**src/rtl/cpu.sv**
```systemverilog
// ============================================================================
// cpu : 8-bit datapath with IR, 8x8 register file, ALU with carry/zero flags
//       and write-back mux, driven by an external control FSM.  Rev 1.0
// ============================================================================
`default_nettype none

module cpu_regfile (
   input  logic       clk_i,
   input  logic       rst_i,
   input  logic       we_i,
   input  logic [2:0] waddr_i,
   input  logic [7:0] wdat_i,
   input  logic [2:0] raddr_a_i,
   input  logic [2:0] raddr_b_i,
   output logic [7:0] rdat_a_o,
   output logic [7:0] rdat_b_o
);
   logic [7:0] Mem [0:7];

   always_ff @(posedge clk_i or negedge rst_i) begin
      if (!rst_i) begin
         for (int i = 0; i < 8; i++) Mem[i] <= '0;
      end else if (we_i) begin
         Mem[waddr_i] <= wdat_i;
      end
   end

   assign rdat_a_o = Mem[raddr_a_i];
   assign rdat_b_o = Mem[raddr_b_i];
endmodule

module cpu (
   input  logic        clk_i,
   input  logic        rst_i,
   input  logic        clkEn_i,
   input  logic [17:0] inst_dat_i,
   input  logic        inst_ack_i,
   input  logic [7:0]  data_dat_i,
   input  logic [7:0]  port_dat_i,
   input  logic [1:0]  RegMux_c_i,
   input  logic        RegWrt_c_i,
   input  logic        op2_c_i,
   input  logic [3:0]  ALUOp_c_i,
   output logic [2:0]  op_o,
   output logic [2:0]  func_o,
   output logic [11:0] addr_o,
   output logic [7:0]  disp_o,
   output logic [7:0]  offset_o,
   output logic [7:0]  rs_o,
   output logic        carry_o,
   output logic        zero_o
);
   logic [17:0] ir_q;
   logic        carry_q, zero_q;
   logic [7:0]  w_a, w_rs2, w_b, w_imm, w_wb;
   logic [8:0]  w_alu;
   logic        w_we;
   logic        ir14_unused;

   assign w_imm       = ir_q[7:0];
   assign w_we        = clkEn_i & RegWrt_c_i;
   assign ir14_unused = ir_q[14];

   always_ff @(posedge clk_i or negedge rst_i) begin
      if (!rst_i)                     ir_q <= '0;
      else if (clkEn_i && inst_ack_i) ir_q <= inst_dat_i;
   end

   cpu_regfile MR (
      .clk_i     (clk_i),
      .rst_i     (rst_i),
      .we_i      (w_we),
      .waddr_i   (ir_q[13:11]),
      .wdat_i    (w_wb),
      .raddr_a_i (ir_q[10:8]),
      .raddr_b_i (ir_q[7:5]),
      .rdat_a_o  (w_a),
      .rdat_b_o  (w_rs2)
   );

   assign w_b = op2_c_i ? w_rs2 : w_imm;

   // w_alu[8] is the carry-out for every op, including borrow and shifted-out bit
   always_comb begin
      w_alu = '0;
      case (ALUOp_c_i)
         4'b0000: w_alu = {1'b0, w_a} + {1'b0, w_b};
         4'b0001: w_alu = {1'b0, w_a} + {1'b0, w_b} + {8'd0, carry_q};
         4'b0010: w_alu = {1'b0, w_a} - {1'b0, w_b};
         4'b0011: w_alu = {1'b0, w_a} - {1'b0, w_b} - {8'd0, carry_q};
         4'b0100: w_alu = {1'b0, w_a & w_b};
         4'b0101: w_alu = {1'b0, w_a | w_b};
         4'b0110: w_alu = {1'b0, w_a ^ w_b};
         4'b0111: w_alu = {1'b0, w_b};
         4'b1000: w_alu = {w_a[7], w_a[6:0], 1'b0};
         4'b1001: w_alu = {w_a[0], 1'b0, w_a[7:1]};
         default: w_alu = '0;
      endcase
   end

   always_comb begin
      w_wb = w_alu[7:0];
      case (RegMux_c_i)
         2'b00:   w_wb = w_alu[7:0];
         2'b01:   w_wb = data_dat_i;
         2'b10:   w_wb = port_dat_i;
         default: w_wb = w_imm;
      endcase
   end

   // Flags move only with an ALU write-back so a steady ALUOp cannot disturb them
   always_ff @(posedge clk_i or negedge rst_i) begin
      if (!rst_i) begin
         carry_q <= 1'b0;
         zero_q  <= 1'b0;
      end else if (w_we && (RegMux_c_i == 2'b00)) begin
         carry_q <= w_alu[8];
         zero_q  <= (w_alu[7:0] == 8'd0);
      end
   end

   assign op_o     = ir_q[17:15];
   assign func_o   = ir_q[2:0];
   assign addr_o   = ir_q[11:0];
   assign disp_o   = ir_q[7:0];
   assign offset_o = ir_q[7:0];
   assign rs_o     = w_a;
   assign carry_o  = carry_q;
   assign zero_o   = zero_q;
endmodule

`default_nettype wire

```
**config.mk**
```make
export PLATFORM = sky130hd
export DESIGN_NAME = cpu
export DESIGN_NICKNAME = d
export VERILOG_FILES = /design/src/rtl/cpu.sv
export SDC_FILE = /design/constraint.sdc
export NUM_CORES = 1
export LEC_CHECK = 0
export ABC_CLOCK_PERIOD_IN_PS = 3700
export CORE_MARGIN = 2
export CORE_UTILIZATION = 41
export CTS_CLUSTER_SIZE = 24
export DETAILED_ROUTE_END_ITERATION = 10
export DONT_BUFFER_PORTS = 1
export HOLD_SLACK_MARGIN = 0.1
export PLACE_DENSITY = 0.56
export SYNTH_ARGS = -nofsm -noshare
export SYNTH_HDL_FRONTEND = slang
export SYNTH_SLANG_ARGS = --single-unit
```
**constraint.sdc**
```tcl
create_clock -name clk_i -period 3.7 [get_ports clk_i]
set_input_delay 0.74 -clock clk_i [delete_from_list [all_inputs] [get_ports clk_i]]
set_output_delay 0.74 -clock clk_i [all_outputs]
set_load 0.1 [all_outputs]
```
### Word-level counts from Yosys, hierarchy flattened

Index checks and enable logic that the tools add are counted.

* bits in registers: 84
* logic and storage cells: 55
* output and inout port bits: 44

* equal/unequal tests: 11
* bitwise logic cells: 7
* reduce and logical (&&, ||, !) cells: 6
* order comparisons: 4
* multiplexer cells: 12
* add/sub/neg operators: 4

Operators by type and width (count)
* 9-bit one-hot mux with 10 select lines: 1
* 64-bit bitwise mux: 1
* 8-bit binary-select mux with 3-bit select: 2
* 8-bit 2-to-1 mux: 6
* 8-bit demux with 3-bit select: 1
* 8-bit one-hot mux with 3 select lines: 1
* 4-bit by 3-bit == test with 1-bit output, second input constant: 4
* 4-bit greater-or-equal comparator, second input constant: 3
* 3-bit inverter with 4-bit output: 3
* 8-bit by 8-bit adder with 9-bit output: 1
* 9-bit by 1-bit adder with 9-bit output: 1
* 8-bit by 8-bit subtractor with 9-bit output: 1
* 9-bit by 1-bit subtractor with 9-bit output: 1
* 8-bit AND: 1
* 4-bit by 2-bit == test with 1-bit output, second input constant: 2
* 4-bit == test, second input constant: 2
* 8-bit zero test: 1
* 8-bit bitwise OR: 1
* 8-bit bitwise XOR: 1
* 4-bit by 1-bit == test with 1-bit output, second input constant: 1
* 4-bit zero test: 1
* 4-bit by 1-bit less-than comparator with 1-bit output, second input constant: 1
* 1-bit logical AND: 3
* 2-bit by 1-bit == test with 1-bit output, second input constant: 1
* 3 further kinds: 3

### Longest topological paths before layout

* depth in word-level cells: 10
* gate-level depth with buffers: 18
* mapped depth without buffers: 16

### By module

A second synthesis with hierarchy kept.

* cells, all modules: 573
* area, all modules: 6885.4 µm²

By module, submodules not included
* cpu_regfile: cells an instance 201, area each 3539.6 µm², seq. area each 1601.5 µm², times used 1
* cpu: cells an instance 372, area each 3345.7 µm², seq. area each 475.5 µm², times used 1

### Worst setup path before layout

Ideal clock, no wire load.

* path type: register to register
* start point: register ir_q[8]
* end point: register MR.Mem[17] (netlist bit)
* period minus slack after synthesis: 5.310 ns
* slack: -1.610 ns
* library setup time: 0.125 ns
* path buffers: 1
* data required time: 3.575 ns
* arrival time: 5.186 ns
* cell stages (with the launch flop): 17
* cell sequence: dfrtp_1 buf_6 mux4_2 mux2i_1 inv_1 ha_1 inv_1 fa_1 inv_1 ha_1 nor2_1 a211oi_1 a221oi_1 o22ai_1 a221o_1 mux4_2 mux2_2

* longest elaborated chain between the ends: 9

Ends and longest elaborated chain
* start: declaration: RTL line 53 `logic [17:0] ir_q;`
* start signal: assignment: RTL line 66 `else if (clkEn_i && inst_ack_i) ir_q <= inst_dat_i;`
* 3-bit inverter with 4-bit output (not written as such) *: RTL line 28 `assign rdat_a_o = Mem[raddr_a_i];`
* 8-bit binary-select mux with 3-bit select *: RTL line 28
* 8-bit 2-to-1 mux (not written as such) * (2 in a row): RTL line 28
* net rs_o[0]: RTL line 49 `output logic [7:0] rs_o,`
* 8-bit by 8-bit subtractor with 9-bit output or 8-bit by 8-bit adder with 9-bit output (tied branches)
* 9-bit by 1-bit subtractor with 9-bit output or 9-bit by 1-bit adder with 9-bit output (tied branches): RTL line 90, 88
* 9-bit one-hot mux with 10 select lines *: RTL line 86 `case (ALUOp_c_i)`
* 8-bit one-hot mux with 3 select lines *: RTL line 103 `case (RegMux_c_i)`
* 64-bit bitwise mux *: RTL line 24 `Mem[waddr_i] <= wdat_i;`
* end signal: indexed assignment: RTL line 24
* end: declaration: RTL line 18 `logic [7:0] Mem [0:7];`

The timed path passes the listed nets; every way through them passes the cells marked *. The select of a mux whose other input is x is not followed.
A chain may end at the register's enable or synchronous reset.

### Worst setup path after layout

* start point: register ir_q[8]
* end point: register MR.Mem[25] (netlist bit)

* longest elaborated chain between the ends: 9

Ends and longest elaborated chain (RTL line)
* 3-bit inverter with 4-bit output (not written as such) *: 28
* 8-bit binary-select mux with 3-bit select *: 28
* 8-bit 2-to-1 mux (not written as such) * (2 in a row): 28
* 8-bit by 8-bit subtractor with 9-bit output or 8-bit by 8-bit adder with 9-bit output (tied branches)
* 9-bit by 1-bit subtractor with 9-bit output or 9-bit by 1-bit adder with 9-bit output (tied branches): 90, 88
* 9-bit one-hot mux with 10 select lines *: 86
* 8-bit one-hot mux with 3 select lines *: 103
* 64-bit bitwise mux *: 24

Mark *: on every way between the ends. The rest lies on a longest branch, timed or not. The select of a mux whose other input is x is not followed.

==> qor.txt <==
Crit-path max cell delay = 580 ps
Synth Area per Inst = 10.55 sq um
Mapped Nets = 683
Final setup fails = 66
Seq/Total Area, Yosys = 0.3243
Fin nets = 823
Vias = 5477
Ant diodes = 0
Ports = 90
Routability congestion estimate = 0.9530
Initial Utilization = 0.4198
GRT Total Usage = 0.2456
Synthesis-stage register bit count = 83
CP cell instances = mux4_2, mux2i_4, ha_1, inv_1, fa_1, inv_1, ha_1, a211oi_2, a221oi_2, o22ai_1, a221o_1, mux4_2, mux2_4
Initial antenna violation count = 0
Relative slew margins = 0.2664
Final Hold Fails = 0
Cell count after synthesis = 607
Initial drt markers = 362
Highest net fanout along the worst path = 8
Post-place setup slack = -632.2 ps
Post-route cell area = 0.008967 sq mm
Worst Setup Start Kind = flop
Largest net degree at the start of global routing = 84
Die H = 129.0 microns
Clock Skews = 7.004 ps
Critical path origin = ir_q[8]$_DFFE_PN0P_
CP Capture Type = flop
Routed vias/inst = 5.687
Clock slew at reported path FFs = 60 ps
Failing checks = setup timing
Arr. time, crit path = 4480 ps
Post-route ant nets = 0
Slew Limit Fails = 0
Crit path to = MR.Mem[25]$_DFFE_PN0P_
Per-cell routed wire length = 21.02 microns
Htree depth = 3
Core area = 0.01526 sq mm
Final period util = 1.152
TritonCTS clock tree = yes
Cell depth of the worst setup path = 13
Die ar. = 0.01664 sq mm
Measured slew at the worst slew-check pin = 1100 ps
WL final = 20240 microns
DP Area = 0.007596 sq mm
Final HPWL DP = 14750 microns
Area of the mapped netlist = 0.006405 sq mm
Core Util, Final = 0.5877
DRT Pass-1 Iters = 4
First-pass GRT wire length = 30960 microns
Clock Path Buffers = 2
Cell variety after synth = 65
Synth-to-layout area growth = 40.01%
Delay-heaviest family, CP = multiplexers
Ys flop type = dfrtp_1
Clock tree sinks = 83
CTS root buf = clkbuf_16
CP Class = flop to flop
DIE WIDTH = 129.0 microns
Minimum clock period = 4261 ps
Vias in the first global route = 5675
Hold WS = 285.8 ps
Hold crit path type = input pin to async pin
Achievable Freq = 234.7 MHz
Yosys warning total = 0
Worst EP required = 3920 ps
# rows = 45
Worst setup margin = -561.3 ps
FF-to-FF Start = ir_q[8]$_DFFE_PN0P_
Asr flop ratio synth = 1.000
EDFF count, synth = 0
Outcome = complete, but fails checks
Layout cells sized above 1 = 0.5279
Setup slack, reg-to-reg = -560 ps
RSZ-0062 raised after global routing = true
R2R cell count = 13
Master of the slowest instance on the critical path = mux4_2
IO Port Bufs = 0
Worst-Skew Late Latency = 330 ps
Max-Cap Viols = 0
Grt ovf = 0
Number of remaining DRC errors = 0
WP buf/inv = 2
R2R Path End = MR.Mem[25]$_DFFE_PN0P_
Total CTS buffers = 9
[metal layers]
layer | vias to the layer above | share of wire | GRT usage
met5 | - | 0 | 0
met4 | 0 | 0.022 | 0.07992
met3 | 30 | 0.039 | 0.03617
met2 | 139 | 0.51 | 0.4205
met1 | 2784 | 0.43 | 0.3215
li1 | 2524 | - | -
[layout make-up]
class | instances | area (sq um)
fillers | 1272 | 6291
multi-input cells | 436 | 4618
flip-flops and latches | 83 | 2113
repair buffers | 178 | 1469
well taps | 211 | 264.0
clock buffers | 12 | 246.5
inverters | 39 | 158.9
clock inverters | 4 | 97.59
[logic make-up (layout without fill, tap and decap cells)]
group	Yosys count	count (layout)	share of synthesized area
AND/OR/NAND/NOR	146	146	0.1119
AO/OA/AOI/OAI	124	124	0.1336
multiplexers	118	118	0.2737
buffers and inverters	88	233	0.07091
flip-flops	83	83	0.3243
adder cells (fa/ha/maj)	30	30	0.06095
XOR/XNOR	18	18	0.02461
[metrics by stage]
stage          cells  TNS [ps]
2_1_floorplan    607    -44160
3_3_place_gp     914    -25560
3_5_place_dp     914    -27740
4_1_cts          949    -19740
5_1_grt          963    -29740
6_report         963    -22450
[layout by cell type, fill, tap and decap left out, types with 8 or more instances in the layout]
master	synthesis	layout
a21oi_1	31	15
a21oi_2	1	14
a31oi_1	12	9
buf_4	20	155
buf_6	6	18
clkbuf_16	0	9
dfrtp_1	83	72
dfrtp_4	0	9
ha_1	28	15
ha_4	0	10
inv_1	35	26
mux2_2	59	34
mux2_4	1	26
mux2i_1	20	13
mux4_2	30	30
nand2_1	23	22
nand2b_1	11	11
nand3_1	8	8
nor2_1	54	51
nor3_1	11	9
o21ai_1	3	8
[cell usage after synthesis (3+ instances only)]
library cell  instances  area, sq um
o22ai_1               9        56.30
clkbuf_1             17        63.81
buf_6                 6        67.56
a211oi_1              8        60.06
xor2_1                8        70.07
o21ai_0              17        85.08
a221oi_1              5        43.79
a21oi_1              31        155.2
buf_1                 3        11.26
mux4_1                7        183.9
nor3_1               11        55.05
o21ai_1               3        15.01
mux4_2               30        675.7
or3_1                 5        31.28
clkinv_1              3        11.26
o221ai_1              3        26.28
nand3b_1              4        30.03
or2_2                 4        25.02
o31ai_1               3        22.52
buf_4                20        150.1
a21o_1                3        22.52
nand2b_1             11        68.82
nand3_1               8        40.04
a221o_1               4        40.04
buf_2                 3        15.01
xnor2_1              10        87.58
nor2b_1               8        50.05
inv_1                35        131.4
mux2i_1              20        200.2
ha_1                 28        350.3
and3_1                7        43.79
mux2_2               59        664.4
nor2_1               54        202.7
a31oi_1              12        75.07
dfrtp_1              83         2077
nand2_1              23        86.33
and4_1                3        26.28
o211ai_1              5        37.54
[worst min path at each step]
stage | from | end | slack [ps] | cells past startpoint
final | rst_i | MR.Mem[29]$_DFFE_PN0P_ | 290 | 1
after floorplan | rst_i | MR.Mem[0]$_DFFE_PN0P_ | 440 | 0
after global placement | rst_i | MR.Mem[12]$_DFFE_PN0P_ | 450 | 0
after global routing | rst_i | MR.Mem[29]$_DFFE_PN0P_ | 330 | 1
after CTS | rst_i | MR.Mem[29]$_DFFE_PN0P_ | 310 | 1
after detailed placement | rst_i | MR.Mem[4]$_DFFE_PN0P_ | 450 | 0
[flip-flops by register name, summed over array words and instances, names as in the netlist]
register  count
MR.Mem       64
ir_q         17
carry_o       1
zero_o        1
[what timing repair did]
action	4_1_cts	5_1_grt
hold buffers	1	0
pin swaps	13	23
endpoints found under the setup margin	66	66
endpoints found under the hold margin	83	0
resized for setup	77	82
buffers inserted	19	16
[worst register-to-register path: cells and delay by family (launching register included)]
family / cells / cell delay [ps]
buf+inv: 2 / 140
mux: 4 / 1700
fa+ha+maj: 3 / 1090
flops: 1 / 460
compound gates: 4 / 780
Power is left out: the tool's default activity adds up to more than one toggle a clock period on the data nets, which glitch-free logic cannot reach.
